`config.mk`:
```
export PLATFORM = sky130hd
export DESIGN_NAME = dmem_bridge
export DESIGN_NICKNAME = d
export VERILOG_FILES = /design/src/rtl/dmem_bridge.sv
export SDC_FILE = /design/constraint.sdc
export NUM_CORES = 1
export LEC_CHECK = 0
export BUFFER_PORTS_ARGS = -buffer_cell sky130_fd_sc_hd__buf_2
export CORE_UTILIZATION = 45
export DETAILED_ROUTE_END_ITERATION = 16
export GPL_TIMING_DRIVEN = 0
export PLACE_DENSITY = 0.75
export SYNTH_ARGS = -nofsm -noshare
export SYNTH_HDL_FRONTEND = slang
export SYNTH_SLANG_ARGS = --single-unit
```
`constraint.sdc`:
```
create_clock -name clk -period 2.1 [get_ports clk]
set_clock_uncertainty 0.05 [all_clocks]
set_input_delay 0.21 -clock clk [delete_from_list [all_inputs] [get_ports clk]]
set_output_delay 0.21 -clock clk [all_outputs]
set_load 0.02 [all_outputs]
```
`src/rtl/dmem_bridge.sv`:
```
// Data-memory bridge: one CPU load/store -> req/ack memory transaction; 3+ cycle latency, stall held until ack or TIMEOUT.
// Optional DMEM_BRIDGE_WBUF_EN adds a single-entry posted write buffer (stores retire unstalled, drained in DRAIN).
module dmem_bridge #(
  parameter int TIMEOUT = 16,
  parameter int AW      = 32
) (
  input  logic          clk,
  input  logic          reset,
  input  logic          memread,
  input  logic          memwrite,
  input  logic [AW-1:0] addr,
  input  logic [31:0]   wdata,
  output logic [31:0]   readdata,
  output logic          stall,
  output logic          dmem_err,
  output logic          mem_req,
  output logic          mem_we,
  output logic [AW-1:0] mem_addr,
  output logic [31:0]   mem_wdata,
  input  logic          mem_ack,
  input  logic [31:0]   mem_rdata
);

  localparam int CW = $clog2(TIMEOUT + 1);
  localparam logic [CW-1:0] CNT_LAST = CW'(TIMEOUT - 1);

`ifdef DMEM_BRIDGE_WBUF_EN
  typedef enum logic [1:0] {IDLE, REQ, DONE, DRAIN} state_t;
`else
  typedef enum logic [1:0] {IDLE, REQ, DONE} state_t;
`endif

  state_t          state_q, state_d;
  logic [AW-3:0]   addr_q;
  logic [31:0]     wdata_q;
  logic [31:0]     rdata_q;
  logic            we_q;
  logic            err_q;
  logic [CW-1:0]   cnt_q;
  logic            busy;
  logic            capture;
  logic            timeout_hit;
  logic            unused_addr_bits;

  assign unused_addr_bits = ^addr[1:0];

  // busy covers every state that owns the memory port
`ifdef DMEM_BRIDGE_WBUF_EN
  assign busy = (state_q == REQ) || (state_q == DRAIN);
`else
  assign busy = (state_q == REQ);
`endif

  assign timeout_hit = busy && !mem_ack && (cnt_q == CNT_LAST);

  always_comb begin
    state_d = state_q;
    stall   = 1'b0;
    mem_req = 1'b0;
    capture = 1'b0;
    case (state_q)
      IDLE: begin
        if (memread || memwrite) begin
          capture = 1'b1;
`ifdef DMEM_BRIDGE_WBUF_EN
          if (memwrite) begin
            state_d = DRAIN;
          end else begin
            stall   = 1'b1;
            state_d = REQ;
          end
`else
          stall   = 1'b1;
          state_d = REQ;
`endif
        end
      end
      REQ: begin
        stall   = 1'b1;
        mem_req = 1'b1;
        if (mem_ack || timeout_hit) state_d = DONE;
      end
      DONE: begin
        state_d = IDLE;
      end
`ifdef DMEM_BRIDGE_WBUF_EN
      DRAIN: begin
        mem_req = 1'b1;
        // any new access waits for the posted store, preserving RAW order
        stall   = memread || memwrite;
        if (mem_ack || timeout_hit) state_d = IDLE;
      end
`endif
      default: state_d = IDLE;
    endcase
  end

  always_ff @(posedge clk or negedge reset) begin
    if (!reset) begin
      state_q <= IDLE;
      addr_q  <= '0;
      wdata_q <= '0;
      we_q    <= 1'b0;
    end else begin
      state_q <= state_d;
      if (capture) begin
        addr_q  <= addr[AW-1:2];
        wdata_q <= wdata;
        we_q    <= memwrite;
      end
    end
  end

  always_ff @(posedge clk or negedge reset) begin
    if (!reset) begin
      cnt_q   <= '0;
      rdata_q <= '0;
      err_q   <= 1'b0;
    end else begin
      if (!busy || mem_ack || timeout_hit) begin
        cnt_q <= '0;
      end else if (cnt_q != {CW{1'b1}}) begin
        cnt_q <= cnt_q + 1'b1;
      end
      if (busy && mem_ack && !we_q) begin
        rdata_q <= mem_rdata;
      end else if (timeout_hit) begin
        rdata_q <= 32'hDEAD_BEEF;
      end
      if (timeout_hit) err_q <= 1'b1;
    end
  end

  assign readdata  = rdata_q;
  assign dmem_err  = err_q;
  assign mem_we    = we_q;
  assign mem_addr  = {addr_q, 2'b00};
  assign mem_wdata = wdata_q;

endmodule
```
# Yosys cells after proc, flatten, opt, wreduce, memory -nomap -nowiden
# Cells that the tools add are included.
# word_totals
in_bits	101
out_inout_bits	100
elab_cells	39
ff_bits	103
# op_classes
muxes	11
n_addsub	1
n_reduce_logical	15
n_eq_ne	5
# ops
op	n
$mux W32	2
$mux W5	2
$add A5 B1 Y5 const B	1
$eq A5 B4 Y1 const B	1
$ne A5 B5 Y1 const B	1
$logic_and A1 B1 Y1	4
$logic_or A1 B1 Y1	4
$mux W2	2
$pmux W2 S2	1
$reduce_bool A2 Y1	2
$logic_not A1 Y1	3
$mux W1	3
$eq A2 B1 Y1 const B	1
$logic_not A2 Y1	1
$ne A2 B1 Y1 const B	1
$ne A2 B2 Y1 const B	1
$pmux W1 S2	1
$reduce_and A2 Y1	1

# Longest topological paths before layout
# Gate-level depths: netlist of the first run.
# depth
depth_word	6
ltp_mapped	7
depth_no_buf	6

# Least setup slack after synthesis of the first run
# No wires, ideal clock.
# synth_path
path_kind	register to register
start	register cnt_q[0]
end	register rdata_q[10], in the netlist readdata[10]
setup_ps	121
period_less_slack_ps	1797
required_ps	1929
slack_ps	303
stages_incl_launch_ff	8
path_buffers	1
t_arrival_ps	1625
cell_sequence	dfrtp_1 -> ha_1 -> and3_1 -> ha_1 -> nor2b_1 -> o21a_4 -> buf_4 -> o22a_1
# synth_via
elab_chain_cells	3
# synth_rtl
item	line_no	source
start: declaration	39	logic [CW-1:0] cnt_q;
start signal: assignment	123	cnt_q <= cnt_q + 1'b1;
$eq A5 B4 Y1	54	assign timeout_hit = busy && !mem_ack && (cnt_q == CNT_LAST);
$logic_and A1 B1 Y1	54	
$reduce_bool A2 Y1 (no source line)	n/a	
end signal: assignment	126	rdata_q <= mem_rdata;
end: declaration	36	logic [31:0] rdata_q;
# Every way passes these cells.
# A chain may end at the register's enable or synchronous reset.

# Worst setup path after layout of the first run
# layout_path
start	register cnt_q[0]
end	register rdata_q[6], in the netlist readdata[6]
# Same word-level chain as after synthesis.

==> results of run 1 <==
==> cell families (layout without fill, tap and decap cells) <==
family                   count (synthesis)  after routing  share of synthesized area (%)
multiplexers                            63             63                           21.9
adder cells (fa/ha/maj)                  3              3                          0.886
AO/OA/AOI/OAI                           38             38                           7.94
flip-flops                             103            103                           60.8
AND/OR/NAND/NOR                         22             22                           2.75
buffers and inverters                   16            230                           4.93
other                                    1              2                         0.0885
XOR/XNOR                                 3              3                          0.620
==> stage by stage <==
stage | power, mW | cells
after floorplan | 6.83 | 250
after global placement | 8.16 | 557
after detailed placement | 8.33 | 558
after CTS | 9.64 | 575
after global routing | 10.1 | 575
final | 9.54 | 575
==> cell usage in the layout (no fill, tap or decap), types with 3 or more instances in the layout <==
master and instances:
buf_2 196, dfrtp_1 103, mux2_4 59, o22a_1 24, clkbuf_8 10, a22o_1 9, nor2_1 8, buf_12 7
buf_4 6, nor2b_1 3, mux2_1 3, ha_1 3
==> area by class of cell <==
type,instances,share of cell area (%)
Sequential cell,103,45.9
Timing Repair Buffer,198,18.2
Clock inverter,5,1.16
Buffer,15,3.66
Multi-Input combinational cell,131,26.0
Clock buffer,11,2.52
Inverter,1,0.0669
Tap cell,111,2.48
==> registers in the layout, indices dropped and copies added (netlist names) <==
signal     count
mem_wdata     32
state_q        2
cnt_q          5
readdata      32
dmem_err       1
mem_we         1
addr_q        30
==> report_power, final <==
part | internal [mW] | switching, mW | total [mW]
Combinational | 2.35 | 2.45 | 4.79
Sequential | 2.94 | 0.526 | 3.46
Clock | 0.599 | 0.682 | 1.28
Total | 5.88 | 3.65 | 9.54
==> worst max-delay path by stage <==
stage                               to     start  slack (ns)
final                      readdata[6]  cnt_q[0]        0.15
after global routing       readdata[6]  cnt_q[0]        0.04
after CTS                 readdata[24]  cnt_q[0]        0.07
after detailed placement  readdata[17]  cnt_q[0]        0.09
after global placement       addr_q[6]     reset       -0.26
after floorplan           readdata[10]  cnt_q[0]        0.30
==> per-layer routing <==
metal	routed length [um]	share of wire, %	vias up
met1	3770	42	1382
met4	136	1.5	0
li1	-	-	1303
met2	4690	52	102
met3	457	5.0	12
met5	0	0	-
==> what timing repair did <==
item                                    4_1_cts  5_1_grt
hold buffers                                  1        0
endpoints found under the hold margin        50        0
endpoints found under the setup margin        0        8
gates resized for setup                       0        1
==> run_results.csv, run 1 <==
group,metric,value,unit
route,drt_drc_violations_left,0,
clocking,cts_tree,"done",
final_layout,finish.net_count,563,
route,avgViaCountPerCell,4.87,
yosys,synth_commonest_cells,"103 x dfrtp_1, 59 x mux2_4, 24 x o22a_1, 9 x a22o_1, 8 x nor2_1",
final_layout,insertedDiodeCount,0,
global_route,grt_busiest_layer,"met2",
global_route,grtUsageMet3,4.26,%
worst_setup_path,worstPathCellList,"ha_1 > and3_1 > ha_1 > nor2b_1 > o21a_4 > buf_4 > o22a_1",
yosys,yosys_warnings,0,
placement,place_congestion,0.713,
timing,holdWs,0.0241,ns
worst_setup_path,worstPathMaxFanout,10,
pwr,worst_ir_drop_vdd,0.814,mV
flow_run,max-cap-violations,0,
route,antenna_left,0,
timing,worst_pin_slew,0.674,ns
hold_path,hold_path_startpoint,"mem_rdata[20]",
timing,finalHoldViolCount,0,
yosys,synth_seq_cells,103,
worst_setup_path,crit_path_start_kind,"register",
floorplan,die_area,9810,um2
final_layout,finish.instance_area,5610,um2
yosys,synth_area_leaders,"dfrtp_1 61%, mux2_4 21%, o22a_1 5.0%",
worst_setup_path,timing.reg2reg.worst_path_depth,7,
timing,post-route-worst-setup-slack,0.145,ns
route,detailroute.via_count,2799,
clocking,cts_setup_buffers,0,
yosys,post-synth-top-count-cell,"dfrtp_1",
timing,setup_repair_after_global_routing_missed_its_margin,"false",
worst_setup_path,crit_path_max_incr_delay,0.42,ns
final_layout,final_core_util,61.0,%
final_layout,post_route_cells_drive_above_1_share,62.9,%
hold_path,worstHoldPathType,"in2reg",
timing,period_share,93.1,%
global_route,gr-total-overflow,0,
timing,final.min_clock_period,1.95,ns
worst_setup_path,rrSetupSlack,0.15,ns
worst_setup_path,cp_num_cells,7,
worst_setup_path,worstSetupPathType,"reg2reg",
floorplan,fp-row-count,35,
worst_setup_path,path_delay_family,"compound AO/OA/AOI/OAI gates",
worst_setup_path,timing.critical_path.slowest_stage_cell,"dfrtp_1",
worst_setup_path,cp_num_buf_inv,1,
placement,hpwlAfterDp,6.69,mm
placement,detailed_place.area,5390,um2
placement,buffer_ports.inserted,196,
worst_setup_path,worstPathArrival,2.13,ns
global_route,grt_use_met2,32.2,%
yosys,synthDistinctLibCells,30,
global_route,grt_max_degree,54,
clocking,clkLatencyLatePin,0.35,ns
route,first_iter_violations,66,
clocking,ctsHtreeMaxLevel,3,
timing,setup_viol_count_final,0,
timing,fmax,512,MHz
placement,pre_cts_slack,0.0923,ns
route,postRouteWirelength,9.05,mm
clocking,clock-sinks,103,
hold_path,min_delay_worst_endpoint,"readdata[20]",
global_route,grt_antenna_before_repair,0,
yosys,yosys_most_used_dff,"dfrtp_1",
clocking,cts_buffer_depth,2,
yosys,synth-seq-area-share,60.8,%
yosys,ys_async_sr_fraction,100,%
final_layout,multi_input_comb_area,1460,um2
final_layout,area_growth_syn_to_layout,32.4,%
timing,setup_total_negative_slack,0,ns
pwr,power_density,1700,nW/um2
global_route,met1_usage,22.2,%
floorplan,die_x,99.0,um
yosys,post_synth.cell_area_avg,17.0,um2
final_layout,seqCellArea,2580,um2
worst_setup_path,path_common_cell,"ha_1",
hold_path,whs_path_depth,2,
worst_setup_path,crit_path_end_kind,"register",
floorplan,io-pin-count,201,
final_layout,n_fill_cell,747,
yosys,synth_area,4240,um2
floorplan,starting_density,46.1,%
floorplan,design.core.area,9200,um2
yosys,synth-edff-count,0,
route,detail_route.first_pass.iterations,6,
global_route,grt_pass1_wl,14.1,mm
global_route,grt_util_all_layers,18.6,%
route,avgRoutedWirePerCell,15.7,um
pwr,leakagePower,2.89,nW
yosys,synth_largest_type_area_fraction,60.8,%
worst_setup_path,endpoint_of_the_worst_register_to_register_path,"readdata[6]",
yosys,postSynthCellCount,249,
clocking,root_buffer,"clkbuf_8",
worst_setup_path,crit-reg2reg-launch,"cnt_q[0]",
clocking,numCtsBuffers,9,
timing,maxSlewViolCount,0,
global_route,grt_pass1_vias,2876,
floorplan,floorplan.die.height,99.0,um
status,outcome,"completed",
worst_setup_path,required,2.27,ns
timing,relSlewSlack,55.1,%
yosys,synth_top_area_cell,"dfrtp_1",
clocking,cts.clk_slew.worst_paths,0.10,ns
No activity file was read; power rests on OpenSTA's default activity.
==> inputs of run 2 (changes only) <==
--- a/config.mk
+++ b/config.mk
@@ -9,7 +9,8 @@
 export CORE_UTILIZATION = 45
 export DETAILED_ROUTE_END_ITERATION = 16
 export GPL_TIMING_DRIVEN = 0
-export PLACE_DENSITY = 0.75
+export MAX_ROUTING_LAYER = met4
+export PLACE_DENSITY = 0.78
 export SYNTH_ARGS = -nofsm -noshare
 export SYNTH_HDL_FRONTEND = slang
 export SYNTH_SLANG_ARGS = --single-unit
==> run 2 against run 1 <==
  * Clock-buffer cell count fell by 2
  * Critical endpoint is now readdata[27]
  * Non-clock buffer count is the same
  * Highest routed layer unchanged
  * Sequential share of layout area is 0.12 points lower
  * Sequential power about the same
  * Die area unchanged
  * Clock power is 9% higher
==> run_results.csv, run 2 (synthesized netlist as in run 1, its figures left out) <==
group,metric,value,unit
floorplan,io-pin-count,201,
floorplan,die_x,99.0,um
worst_setup_path,crit_path_end_kind,"register",
status,outcome,"completed",
timing,relSlewSlack,57.0,%
final_layout,final_common_cell,"buf_2",
timing,setup_repair_after_global_routing_missed_its_margin,"false",
placement,hpwlAfterDp,6.59,mm
final_layout,multi_input_comb_area,1460,um2
timing,setup_total_negative_slack,0,ns
route,detailroute.via_count,2814,
final_layout,n_fill_cell,737,
route,first_iter_violations,66,
global_route,grt_pass1_wl,13.9,mm
floorplan,die_area,9810,um2
global_route,grt_util_all_layers,18.9,%
clocking,clock-sinks,103,
clocking,root_buffer,"clkbuf_8",
clocking,clkLatencyLatePin,0.35,ns
clocking,cts_buffer_depth,2,
final_layout,seqCellArea,2580,um2
route,postRouteWirelength,8.88,mm
clocking,numCtsBuffers,9,
timing,worst_pin_slew,0.644,ns
placement,detailed_place.area,5390,um2
hold_path,worstHoldPathType,"in2reg",
pwr,worst_ir_drop_vdd,0.739,mV
global_route,grt_pass1_vias,2852,
route,antenna_left,0,
final_layout,finish.instance_area,5630,um2
timing,fmax,508,MHz
final_layout,layout.cells.most_common_list,"196 x buf_2, 103 x dfrtp_1, 59 x mux2_4",
worst_setup_path,required,2.27,ns
floorplan,starting_density,46.1,%
timing,maxSlewViolCount,0,
placement,buffer_ports.inserted,196,
timing,finalHoldViolCount,0,
floorplan,fp-row-count,35,
placement,pre_cts_slack,0.124,ns
global_route,gr-total-overflow,0,
pwr,leakagePower,2.89,nW
final_layout,post_route_cells_drive_above_1_share,62.9,%
clocking,ctsHtreeMaxLevel,3,
timing,holdWs,0.0223,ns
final_layout,insertedDiodeCount,0,
timing,post-route-worst-setup-slack,0.131,ns
hold_path,whs_path_depth,2,
worst_setup_path,crit_path_start_kind,"register",
worst_setup_path,timing.reg2reg.worst_path_depth,7,
route,detail_route.first_pass.iterations,4,
flow_run,max-cap-violations,0,
floorplan,design.core.area,9200,um2
placement,place_congestion,0.805,
clocking,cts_tree,"done",
clocking,cts_setup_buffers,0,
route,avgRoutedWirePerCell,15.5,um
global_route,grt_antenna_before_repair,0,
global_route,grt_max_degree,55,
pwr,power_density,1710,nW/um2
timing,setup_viol_count_final,0,
final_layout,finish.net_count,563,
floorplan,floorplan.die.height,99.0,um
clocking,cts.clk_slew.worst_paths,0.10,ns
timing,final.min_clock_period,1.97,ns
route,drt_drc_violations_left,0,
timing,period_share,93.8,%
worst_setup_path,worstPathArrival,2.14,ns
final_layout,area_growth_syn_to_layout,32.8,%
worst_setup_path,worstSetupPathType,"reg2reg",
route,avgViaCountPerCell,4.92,
worst_setup_path,worstPathMaxFanout,10,
## run 2: cell types whose count changed in the layout (fill, tap and decap cells not counted), sizes merged
| cell | change |
|---|---|
| bufinv | +2 |
| clkinv | -2 |
| clkbuf | -2 |
| inv | -2 |
| clkinvlp | +1 |
## run 2: timing repair
action                     in CTS  in global routing
gates resized for setup         0                  1
setup endpoints to repair       0                  7
hold buffers                    1                  0
hold endpoints to repair       49                  0
## run 2: power breakdown
part | switching [mW] | internal, mW | leakage [nW]
Sequential | 0.523 | 2.94 | 1.21
Clock | 0.617 | 0.773 | 0.107
Combinational | 2.44 | 2.35 | 1.57
Total | 3.58 | 6.06 | 2.89
## run 2: worst paths after layout
| check | from | end | slack (ns) |
|---|---|---|---|
| max | cnt_q[0] | readdata[27] | 0.13 |
| max in group asynchronous | reset | addr_q[22] | 0.95 |
| min in group asynchronous | reset | readdata[14] | 0.36 |
| min reg2reg | dmem_err | dmem_err | 0.42 |
| max reg2reg | cnt_q[0] | readdata[27] | 0.13 |
| min | wdata[30] | mem_wdata[30] | 0.02 |
## run 2: worst max-delay path, stage by stage (launching register included)
cell and delay (ns):
dfrtp_1 0.42, ha_1 0.22, and3_1 0.20, ha_1 0.19, nor2b_1 0.17, o21a_4 0.23, buf_4 0.17, o22a_1 0.19
## run 2: metal layers
| layer | GRT usage (%) | part of all wire [%] |
|---|---|---|
| met5 | - | 0 |
| met1 | 23.5 | 44 |
| met4 | 5.86 | 1.1 |
| met3 | 3.83 | 4.4 |
| met2 | 31.1 | 51 |
## run 2: layout make-up
cell class / instances / area share [%]
plain buffers: 15 / 3.65
clock buffers: 9 / 2.20
clock inverters: 4 / 1.73
inverters: 1 / 0.0667
multi-input cells: 131 / 25.9
flip-flops and latches: 103 / 45.8
well taps: 111 / 2.47
repair buffers: 198 / 18.1
## run 2: stage by stage
step	total power, mW	util [%]	instances
floorplan	6.83	-	250
global placement	8.16	58.3	557
detailed placement	8.31	58.6	558
CTS	9.75	61.1	572
global route	10.1	61.2	572
finish	9.64	61.2	572
